--- config.mk ---
export PLATFORM = sky130hd
export DESIGN_NAME = frame_loader
export DESIGN_NICKNAME = d
export VERILOG_FILES = /design/src/rtl/frame_loader_pkg.sv /design/src/rtl/frame_loader_interbyte_timer.sv /design/src/rtl/frame_loader.sv
export SDC_FILE = /design/constraint.sdc
export NUM_CORES = 1
export LEC_CHECK = 0
export CORE_MARGIN = 2
export CORE_UTILIZATION = 51
export CTS_CLUSTER_SIZE = 8
export DETAILED_ROUTE_END_ITERATION = 6
export PLACE_DENSITY = 0.71
export SYNTH_ARGS = -nofsm -noshare
export SYNTH_HDL_FRONTEND = slang
export SYNTH_SLANG_ARGS = --single-unit
--- constraint.sdc ---
create_clock -name mclk -period 2.1 [get_ports mclk]
set_clock_uncertainty 0.05 [all_clocks]
set_input_delay 0.21 -clock mclk [delete_from_list [all_inputs] [get_ports mclk]]
set_output_delay 0.21 -clock mclk [all_outputs]
set_load 0.02 [all_outputs]
--- src/rtl/frame_loader_pkg.sv ---
// Shared definitions for the frame loader and the parallel register bank it feeds.
package frame_loader_pkg;

    typedef enum logic [1:0] {
        IDLE    = 2'd0,
        PAYLOAD = 2'd1,
        CHECK   = 2'd2
    } state_t;

    localparam logic [7:0] SOF_DEFAULT = 8'hA5;
    localparam int         BANK_DEPTH  = 15;
    localparam int         BYTE_W      = 8;

    function automatic logic [BYTE_W-1:0] csum_update(
        input logic [BYTE_W-1:0] acc,
        input logic [BYTE_W-1:0] b
    );
        return acc ^ b;
    endfunction

endpackage

--- src/rtl/frame_loader_interbyte_timer.sv ---
// Inter-byte gap counter: restarts on every byte, flags expiry when the gap
// reaches TIMEOUT_CYC-1 counted cycles with no byte arriving.
module frame_loader_interbyte_timer #(
    parameter int TIMEOUT_CYC = 1000
) (
    input  logic mclk,
    input  logic reset,
    input  logic en,
    input  logic clr,
    output logic expire
);

    localparam int CNT_W = (TIMEOUT_CYC > 2) ? $clog2(TIMEOUT_CYC) : 1;
    localparam logic [CNT_W-1:0] LAST = CNT_W'(TIMEOUT_CYC - 1);

    logic [CNT_W-1:0] cnt_q;
    logic [CNT_W-1:0] cnt_d;
    logic [CNT_W-1:0] cnt_inc_s;

    assign cnt_inc_s = cnt_q + CNT_W'(1);
    // A byte in the expiry cycle wins over the timeout.
    assign expire    = en & ~clr & (cnt_inc_s == LAST);

    // Next count: cleared when idle or on a byte, saturating at LAST.
    always_comb begin
        cnt_d = cnt_q;
        if (!en || clr) begin
            cnt_d = '0;
        end else if (cnt_q == LAST) begin
            cnt_d = cnt_q;
        end else begin
            cnt_d = cnt_inc_s;
        end
    end

    // Counter register.
    always_ff @(posedge mclk or negedge reset) begin
        if (!reset) begin
            cnt_q <= '0;
        end else begin
            cnt_q <= cnt_d;
        end
    end

endmodule

--- src/rtl/frame_loader.sv ---
// Frame loader: parses SOF + payload + XOR checksum frames from the byte
// receiver and writes each payload byte into the parallel register bank.
module frame_loader
    import frame_loader_pkg::*;
#(
    parameter int                NUM_BYTES   = BANK_DEPTH,
    parameter logic [BYTE_W-1:0] SOF         = SOF_DEFAULT,
    parameter int                TIMEOUT_CYC = 1000
) (
    input  logic              mclk,
    input  logic              reset,
    input  logic [BYTE_W-1:0] rx_data,
    input  logic              rx_valid,
    output logic [BYTE_W-1:0] data_in,
    output logic [3:0]        use_dw,
    output logic              wr,
    output logic              busy,
    output logic              frame_done,
    output logic              frame_err
);

    localparam logic [3:0] LAST_IDX = 4'(NUM_BYTES - 1);

    state_t            state_q, state_d;
    logic [3:0]        idx_q, idx_d;
    logic [BYTE_W-1:0] acc_q, acc_d;
    logic [BYTE_W-1:0] data_q, data_d;
    logic [3:0]        use_dw_q, use_dw_d;
    logic              wr_q, wr_d;
    logic              busy_q, busy_d;
    logic              done_q, done_d;
    logic              err_q, err_d;
    logic              timer_en_s;
    logic              expire_s;

    assign timer_en_s = (state_q != IDLE);

    frame_loader_interbyte_timer #(
        .TIMEOUT_CYC(TIMEOUT_CYC)
    ) u_timer (
        .mclk  (mclk),
        .reset (reset),
        .en    (timer_en_s),
        .clr   (rx_valid),
        .expire(expire_s)
    );

    // Next-state and next-output logic for the frame parser.
    always_comb begin
        state_d  = state_q;
        idx_d    = idx_q;
        acc_d    = acc_q;
        data_d   = data_q;
        use_dw_d = use_dw_q;
        wr_d     = 1'b0;
        done_d   = 1'b0;
        err_d    = 1'b0;
        case (state_q)
            IDLE: begin
                if (rx_valid && (rx_data == SOF)) begin
                    state_d = PAYLOAD;
                    idx_d   = 4'd0;
                    acc_d   = 8'd0;
                end else begin
                    state_d = IDLE;
                end
            end
            PAYLOAD: begin
                if (rx_valid) begin
                    wr_d     = 1'b1;
                    data_d   = rx_data;
                    use_dw_d = idx_q;
                    acc_d    = csum_update(acc_q, rx_data);
                    if (idx_q == LAST_IDX) begin
                        state_d = CHECK;
                        idx_d   = 4'd0;
                    end else begin
                        idx_d   = idx_q + 4'd1;
                    end
                end else if (expire_s) begin
                    err_d   = 1'b1;
                    state_d = IDLE;
                end else begin
                    state_d = PAYLOAD;
                end
            end
            CHECK: begin
                if (rx_valid) begin
                    if (rx_data == acc_q) begin
                        done_d = 1'b1;
                    end else begin
                        err_d  = 1'b1;
                    end
                    state_d = IDLE;
                end else if (expire_s) begin
                    err_d   = 1'b1;
                    state_d = IDLE;
                end else begin
                    state_d = CHECK;
                end
            end
            default: begin
                state_d = IDLE;
            end
        endcase
        busy_d = (state_d != IDLE);
    end

    // State, bookkeeping and registered outputs.
    always_ff @(posedge mclk or negedge reset) begin
        if (!reset) begin
            state_q  <= IDLE;
            idx_q    <= 4'd0;
            acc_q    <= 8'd0;
            data_q   <= 8'd0;
            use_dw_q <= 4'd0;
            wr_q     <= 1'b0;
            busy_q   <= 1'b0;
            done_q   <= 1'b0;
            err_q    <= 1'b0;
        end else begin
            state_q  <= state_d;
            idx_q    <= idx_d;
            acc_q    <= acc_d;
            data_q   <= data_d;
            use_dw_q <= use_dw_d;
            wr_q     <= wr_d;
            busy_q   <= busy_d;
            done_q   <= done_d;
            err_q    <= err_d;
        end
    end

    assign data_in    = data_q;
    assign use_dw     = use_dw_q;
    assign wr         = wr_q;
    assign busy       = busy_q;
    assign frame_done = done_q;
    assign frame_err  = err_q;

endmodule

# Yosys cells after proc, flatten, opt, wreduce, memory -nomap -nowiden

Cells that the tools add are included.

Input port bits: 11
Bits in registers: 40

Add/subtract/negate cells: 2
Reductions and logical operators: 9
Multiplexer cells: 26
Bitwise operators: 4
Eq/ne operators: 10

Operators by type and width:

| operator                                              | count |
|---|---|
| == test 10 bit, second input constant                 | 2 |
| two-way mux 10 bit                                    | 2 |
| two-way mux 8 bit                                     | 2 |
| case mux 8 bit (2 select lines)                       | 1 |
| two-way mux 4 bit                                     | 3 |
| two-way mux 1 bit                                     | 11 |
| adder 10 x 1 -> 10 bit, second input constant         | 1 |
| == test 8 bit                                         | 1 |
| == test 8 bit, second input constant                  | 1 |
| two-way mux 2 bit                                     | 4 |
| case mux 4 bit (2 select lines)                       | 1 |
| bitwise XOR 8 bit                                     | 1 |
| case mux 2 bit (3 select lines)                       | 1 |
| nonzero test 2 bit                                    | 3 |
| adder 4 x 1 -> 4 bit, second input constant           | 1 |
| == test 4 bit, second input constant                  | 1 |
| inequality test 2 bit, second input constant          | 2 |
| AND reduction 3 bit                                   | 1 |
| bitwise AND 1 bit                                     | 2 |
| == test 2 x 1 -> 1 bit, second input constant         | 1 |
| == test 2 bit, second input constant                  | 1 |
| zero test 2 bit                                       | 1 |
| inequality test 2 x 1 -> 1 bit, second input constant | 1 |
| case mux 1 bit (2 select lines)                       | 1 |
| other kinds (5)                                       | 5 |

# Depth between registers and ports, before layout

Depth after elaboration: 7
Depth in mapped cells: 7
Mapped depth without buffers: 7

# Modules after synthesis

A second synthesis with hierarchy kept.

Cell total of the unflattened synthesis: 204
Area, all modules: 2147.1 sq um

Modules (own cells, without submodules):

| module                       | instances | seq. area each (sq um) | area an instance (sq um) | cells each |
|---|---|---|---|---|
| frame_loader                 | 1         | 750.7                  | 1537.7                   | 140 |
| frame_loader_interbyte_timer | 1         | 250.2                  | 609.3                    | 64 |

# Worst setup path before layout

Ideal clock, no wire load.

Kind: flip-flop to flip-flop
Start point: register state_q[0]
End point: register data_q[4], in the netlist data_in[4]
Data required time: 1925 ps
Path buffers: 1
Setup slack: 397 ps
Data arrival time: 1528 ps
Setup time: 125 ps
Cell stages (with the launch flop): 5
Cell sequence: dfrtp_1 > ha_1 > nand2_1 > clkbuf_1 > mux2_2

Cells in the longest elaborated chain, start to end: 2

RTL lines:

| element                       | RTL line            | text |
|---|---|---|
| start, declared               | frame_loader.sv:24  | `state_t state_q, state_d;` |
| start signal, assigned        | frame_loader.sv:122 | `state_q <= state_d;` |
| == test 2 x 1 -> 1 bit        | frame_loader.sv:58  | `case (state_q)` |
| AND reduction 2 bit (no line) | -                   |  |
| end signal, assigned          | frame_loader.sv:125 | `data_q <= data_d;` |
| end, declared                 | frame_loader.sv:27  | `logic [BYTE_W-1:0] data_q, data_d;` |

Every way passes these cells.
A chain may end at the register's enable or synchronous reset.

# Worst setup path after layout

Start point: register state_q[0]
End point: register busy_q, in the netlist busy

Cells in the longest elaborated chain, start to end: 7

RTL lines:

| element                                                | RTL line                               | text |
|---|---|---|
| nonzero test 2 bit                                     | frame_loader.sv:36                     | `assign timer_en_s = (state_q != IDLE);` |
| bitwise AND 1 bit (2 in series)                        | frame_loader_interbyte_timer.sv:22     | `assign expire = en & ~clr & (cnt_inc_s == LAST);` |
| two-way mux 1 bit or two-way mux 2 bit (tied branches) | frame_loader.sv:80, frame_loader.sv:95 |  |
| two-way mux 2 bit (on tied branches)                   | frame_loader.sv:69, frame_loader.sv:88 |  |
| case mux 2 bit (3 select lines) (*)                    | frame_loader.sv:58                     |  |
| nonzero test 2 bit (*)                                 | frame_loader.sv:106                    | `busy_d = (state_d != IDLE);` |
| via busy_d                                             | frame_loader.sv:30                     | `logic busy_q, busy_d;` |
| end signal, assigned                                   | frame_loader.sv:128                    | `busy_q <= busy_d;` |
| end, declared                                          | frame_loader.sv:30                     |  |

The timed path passes the listed nets; every way through them passes the cells marked *.

==> metrics.md <==
| Metric | Value |
|---|---|
| First-pass GRT wire length | `approximately 7300 um` |
| Layout Utilization | `64.7%` |
| Routing usage on met3 | `4.61%` |
| Layout Area Growth over Synthesis | `23.0%` |
| Ys Warns | `0` |
| Antenna diodes | `0` |
| Crit path DAT | `about 1.9 ns` |
| Setup ws final | `0.311 ns` |
| DIE HEIGHT | `~70 um` |
| Dpl ws | `just over 0.08 ns` |
| Critical-path top delay cell | `dfrtp_1` |
| Core box area | `between 3000 and 4000 um^2` |
| WHS | `roughly 0.40 ns` |
| Min-Delay Path Class | `in -> async` |
| Initial antenna violation count | `0` |
| Ranking of synthesized cells by area | `dfrtp_1 (48%), mux2_2 (5.9%), ha_1 (4.8%), o2bb2ai_1 (3.4%), xnor2_1 (3.4%)` |
| Tcrit/Tclk final | `85.2%` |
| CTS tree | `done` |
| DRC viols | `0` |
| Die Wd | `about 68 um` |
| Post-route cell area | `about 2600 um^2` |
| Sequential share of the synthesized area | `47.9%` |
| Finish-stage setup viols | `0` |
| # rows | `23` |
| Worst-skew pair later-pin latency | `about 0.30 ns` |
| R2R Path End | `busy` |
| R2r startpoint | `state_q[0]` |
| Vias per std cell | `around 5.5` |
| Worst Path Required | `2.23 ns` |
| Crit-path max cell delay | `around 0.4 ns` |
| Yosys reg bits | `40` |
| Slew at the pin closest to its max-slew limit | `approximately 0.59 ns` |
| Routing usage on met2 | `between 30% and 40%` |
| Post-synthesis cell type count | `39` |
| Net Count, Synth | `about 220` |
| Setup crit end kind | `flip-flop` |
| Post-synth EDFFs | `0` |
| Finished Layout Cells | `roughly 290` |
| Synth top area share | `47.9%` |
| Cells after Synth | `a little under 200` |
| Max-Cap Viols | `0` |
| DP Wirelength | `3240 um` |
| Fmax | `about 560 MHz` |
| Busiest grt layer | `met2` |
| WL per Instance | `approximately 15 um` |
| TritonRoute pass-1 iters | `4` |
| Clock-pin slew on the worst setup and hold paths | `0.08 ns` |
| Die ar. | `between 4000 and 5000 um^2` |
| Largest delay share family, worst path | `simple AND/OR/NAND/NOR gates` |
| Most numerous cell in the Yosys netlist | `dfrtp_1` |
| Nets | `255` |
| Critical-path maximum fanout | `6` |
| TNS Setup | `0 ns` |
| Clock Tree Buf Depth | `2` |
| DRT Wirelength | `roughly 4300 um` |
| Final ANT Viol Nets | `0` |
| Via count | `about 1600` |
| Setup repair bufs after CTS | `0` |
| Max-slew headroom | `between 60 and 70%` |
| Buffers & Inverters on Critical Path | `1` |
| GP Congestion | `0.848` |
| WS Path Type | `reg -> reg` |
| Ys flop type | `dfrtp_1` |
| Starting DRC count in detailed routing | `31` |
| Hold Violations, Final | `0` |
| CP Depth | `6` |
| Gr ovfl total | `0` |
| Root Buffer | `clkbuf_8` |
| GRT Total Usage | `a little over a fifth` |
| GR met1 Demand/Resource | `approximately 25%` |
| FF-to-FF path depth | `6` |
| Synth top cells by count | `dfrtp_1 (40), nand2_1 (18), nor2_1 (13)` |
| Initial core utilization | `a little over half` |
| Sink Count | `40` |
| Vias in the first global route | `approximately 1700` |
| Run status | `finished clean` |
| Final Max Tran Viols | `0` |
| Leakage power | `1.15 nW` |
| # placed instances | `278` |
| CTS H-Tree Depth | `2` |
| RSZ-0062 raised after global routing | `false` |
| Synthesized cell area | `between 2000 and 2500 um^2` |
| Register-to-Register Setup Slack | `roughly 0.31 ns` |
| Layout cells sized above 1 | `16.5%` |
| Ys async rst share | `between 90% and 100%` |
| Placed cell area | `between 2000 and 2500 um^2` |
| Largest net degree at the start of global routing | `28` |
| Post-synth top area cell | `dfrtp_1` |
| Total Power | `around 1.6 mW` |
| Critical Path End | `busy` |
| Num CTS Buffers | `5` |
| I/O pin count | `27` |
| CP Cell Sequence | `inv_1, ha_1, nor2_1, nand2_1, nor4_4, o31ai_1` |
| PortBufs | `26` |
| Max VDD drop | `0.000371 V` |
| CP startpoint | `state_q[0]` |
| Synthesized area per cell | `around 11 um^2` |
| Power density over cell area | `~620 nW/um^2` |
| Startpoint class of the critical path | `flip-flop` |
| Fillers | `~340` |
| Post-route minimum period | `1.79 ns` |
-- area by class of cell --
type / instances / area (um^2) / area share [%]
well taps: 50 / 62.6 / 2.43
clock inverters: 3 / 42.5 / 1.65
multi-input cells: 142 / 1010 / 39.5
repair buffers: 38 / 348 / 13.5
clock buffers: 5 / 68.8 / 2.68
flip-flops and latches: 40 / 1000 / 38.9
inverters: 9 / 33.8 / 1.31
-- where the power goes --
group	leakage [nW]	switching, mW	internal, mW
sequential	0.545	0.0153	0.790
combinational	0.553	0.0771	0.0777
clock	0.0541	0.278	0.352
-- what timing repair did --
action / CTS / global route
gates resized for setup: 0 / 0
endpoints found under the hold margin: 25 / 0
hold buffers: 1 / 0
-- flip-flops by register name, indices dropped and copies added, names as in the netlist --
| signal | count |
|---|---|
| data_in | 8 |
| use_dw | 4 |
| frame_done | 1 |
| acc_q | 8 |
| wr | 1 |
| u_timer.cnt_q | 10 |
| state_q | 2 |
| idx_q | 4 |
| frame_err | 1 |
| busy | 1 |
-- worst min path at each step --
stage	from	endpoint
floorplan	reset	acc_q[0]
global placement	reset	u_timer.cnt_q[3]
detailed placement	reset	u_timer.cnt_q[3]
CTS	reset	u_timer.cnt_q[2]
global route	reset	u_timer.cnt_q[2]
finish	reset	u_timer.cnt_q[2]
-- layout by cell type, fill, tap and decap left out, drive strengths merged, types with 2 or more instances in the layout --
| cell type | instances |
|---|---|
| dfrtp | 40 |
| clkdlybuf4s50 | 25 |
| nand2 | 18 |
| nor2 | 14 |
| o21ai | 14 |
| buf | 12 |
| mux2 | 11 |
| nand2b | 10 |
| inv | 9 |
| xnor2 | 8 |
| o2bb2ai | 8 |
| ha | 8 |
| nand3 | 7 |
| nand4 | 7 |
| xor2 | 5 |
| clkbuf | 5 |
| nor3 | 3 |
| a21oi | 3 |
| mux2i | 3 |
| a21o | 3 |
| o22a | 2 |
| and2 | 2 |
| nor3b | 2 |
| o22ai | 2 |
| and4b | 2 |
| or3 | 2 |
-- layer usage --
| layer | wire length (um) | share of wire [%] | vias up |
|---|---|---|---|
| li1 | - | - | 771 |
| met1 | 1770 | 41 | 780 |
| met2 | 2320 | 54 | 22 |
| met3 | 136 | 3.2 | 6 |
| met4 | 65 | 1.5 | 0 |
| met5 | 0 | 0 | - |
-- kinds of logic after synthesis --
logic type               Yosys count  share of synthesized area, %
adder cells (fa/ha/maj)            8                          4.79
XOR/XNOR                          13                          5.45
flip-flops                        40                          47.9
multiplexers                      14                          7.36
AO/OA/AOI/OAI                     36                          11.5
buffers and inverters             15                          3.59
AND/OR/NAND/NOR                   71                          19.4
-- worst reg2reg max path, stage by stage, from the launching register on --
cell	delay (ns)
dfrtp_1	0.40
inv_1	0.08
ha_1	0.27
nor2_1	0.21
nand2_1	0.15
nor4_4	0.37
o31ai_1	0.13
No activity file was read; power rests on OpenSTA's default activity.
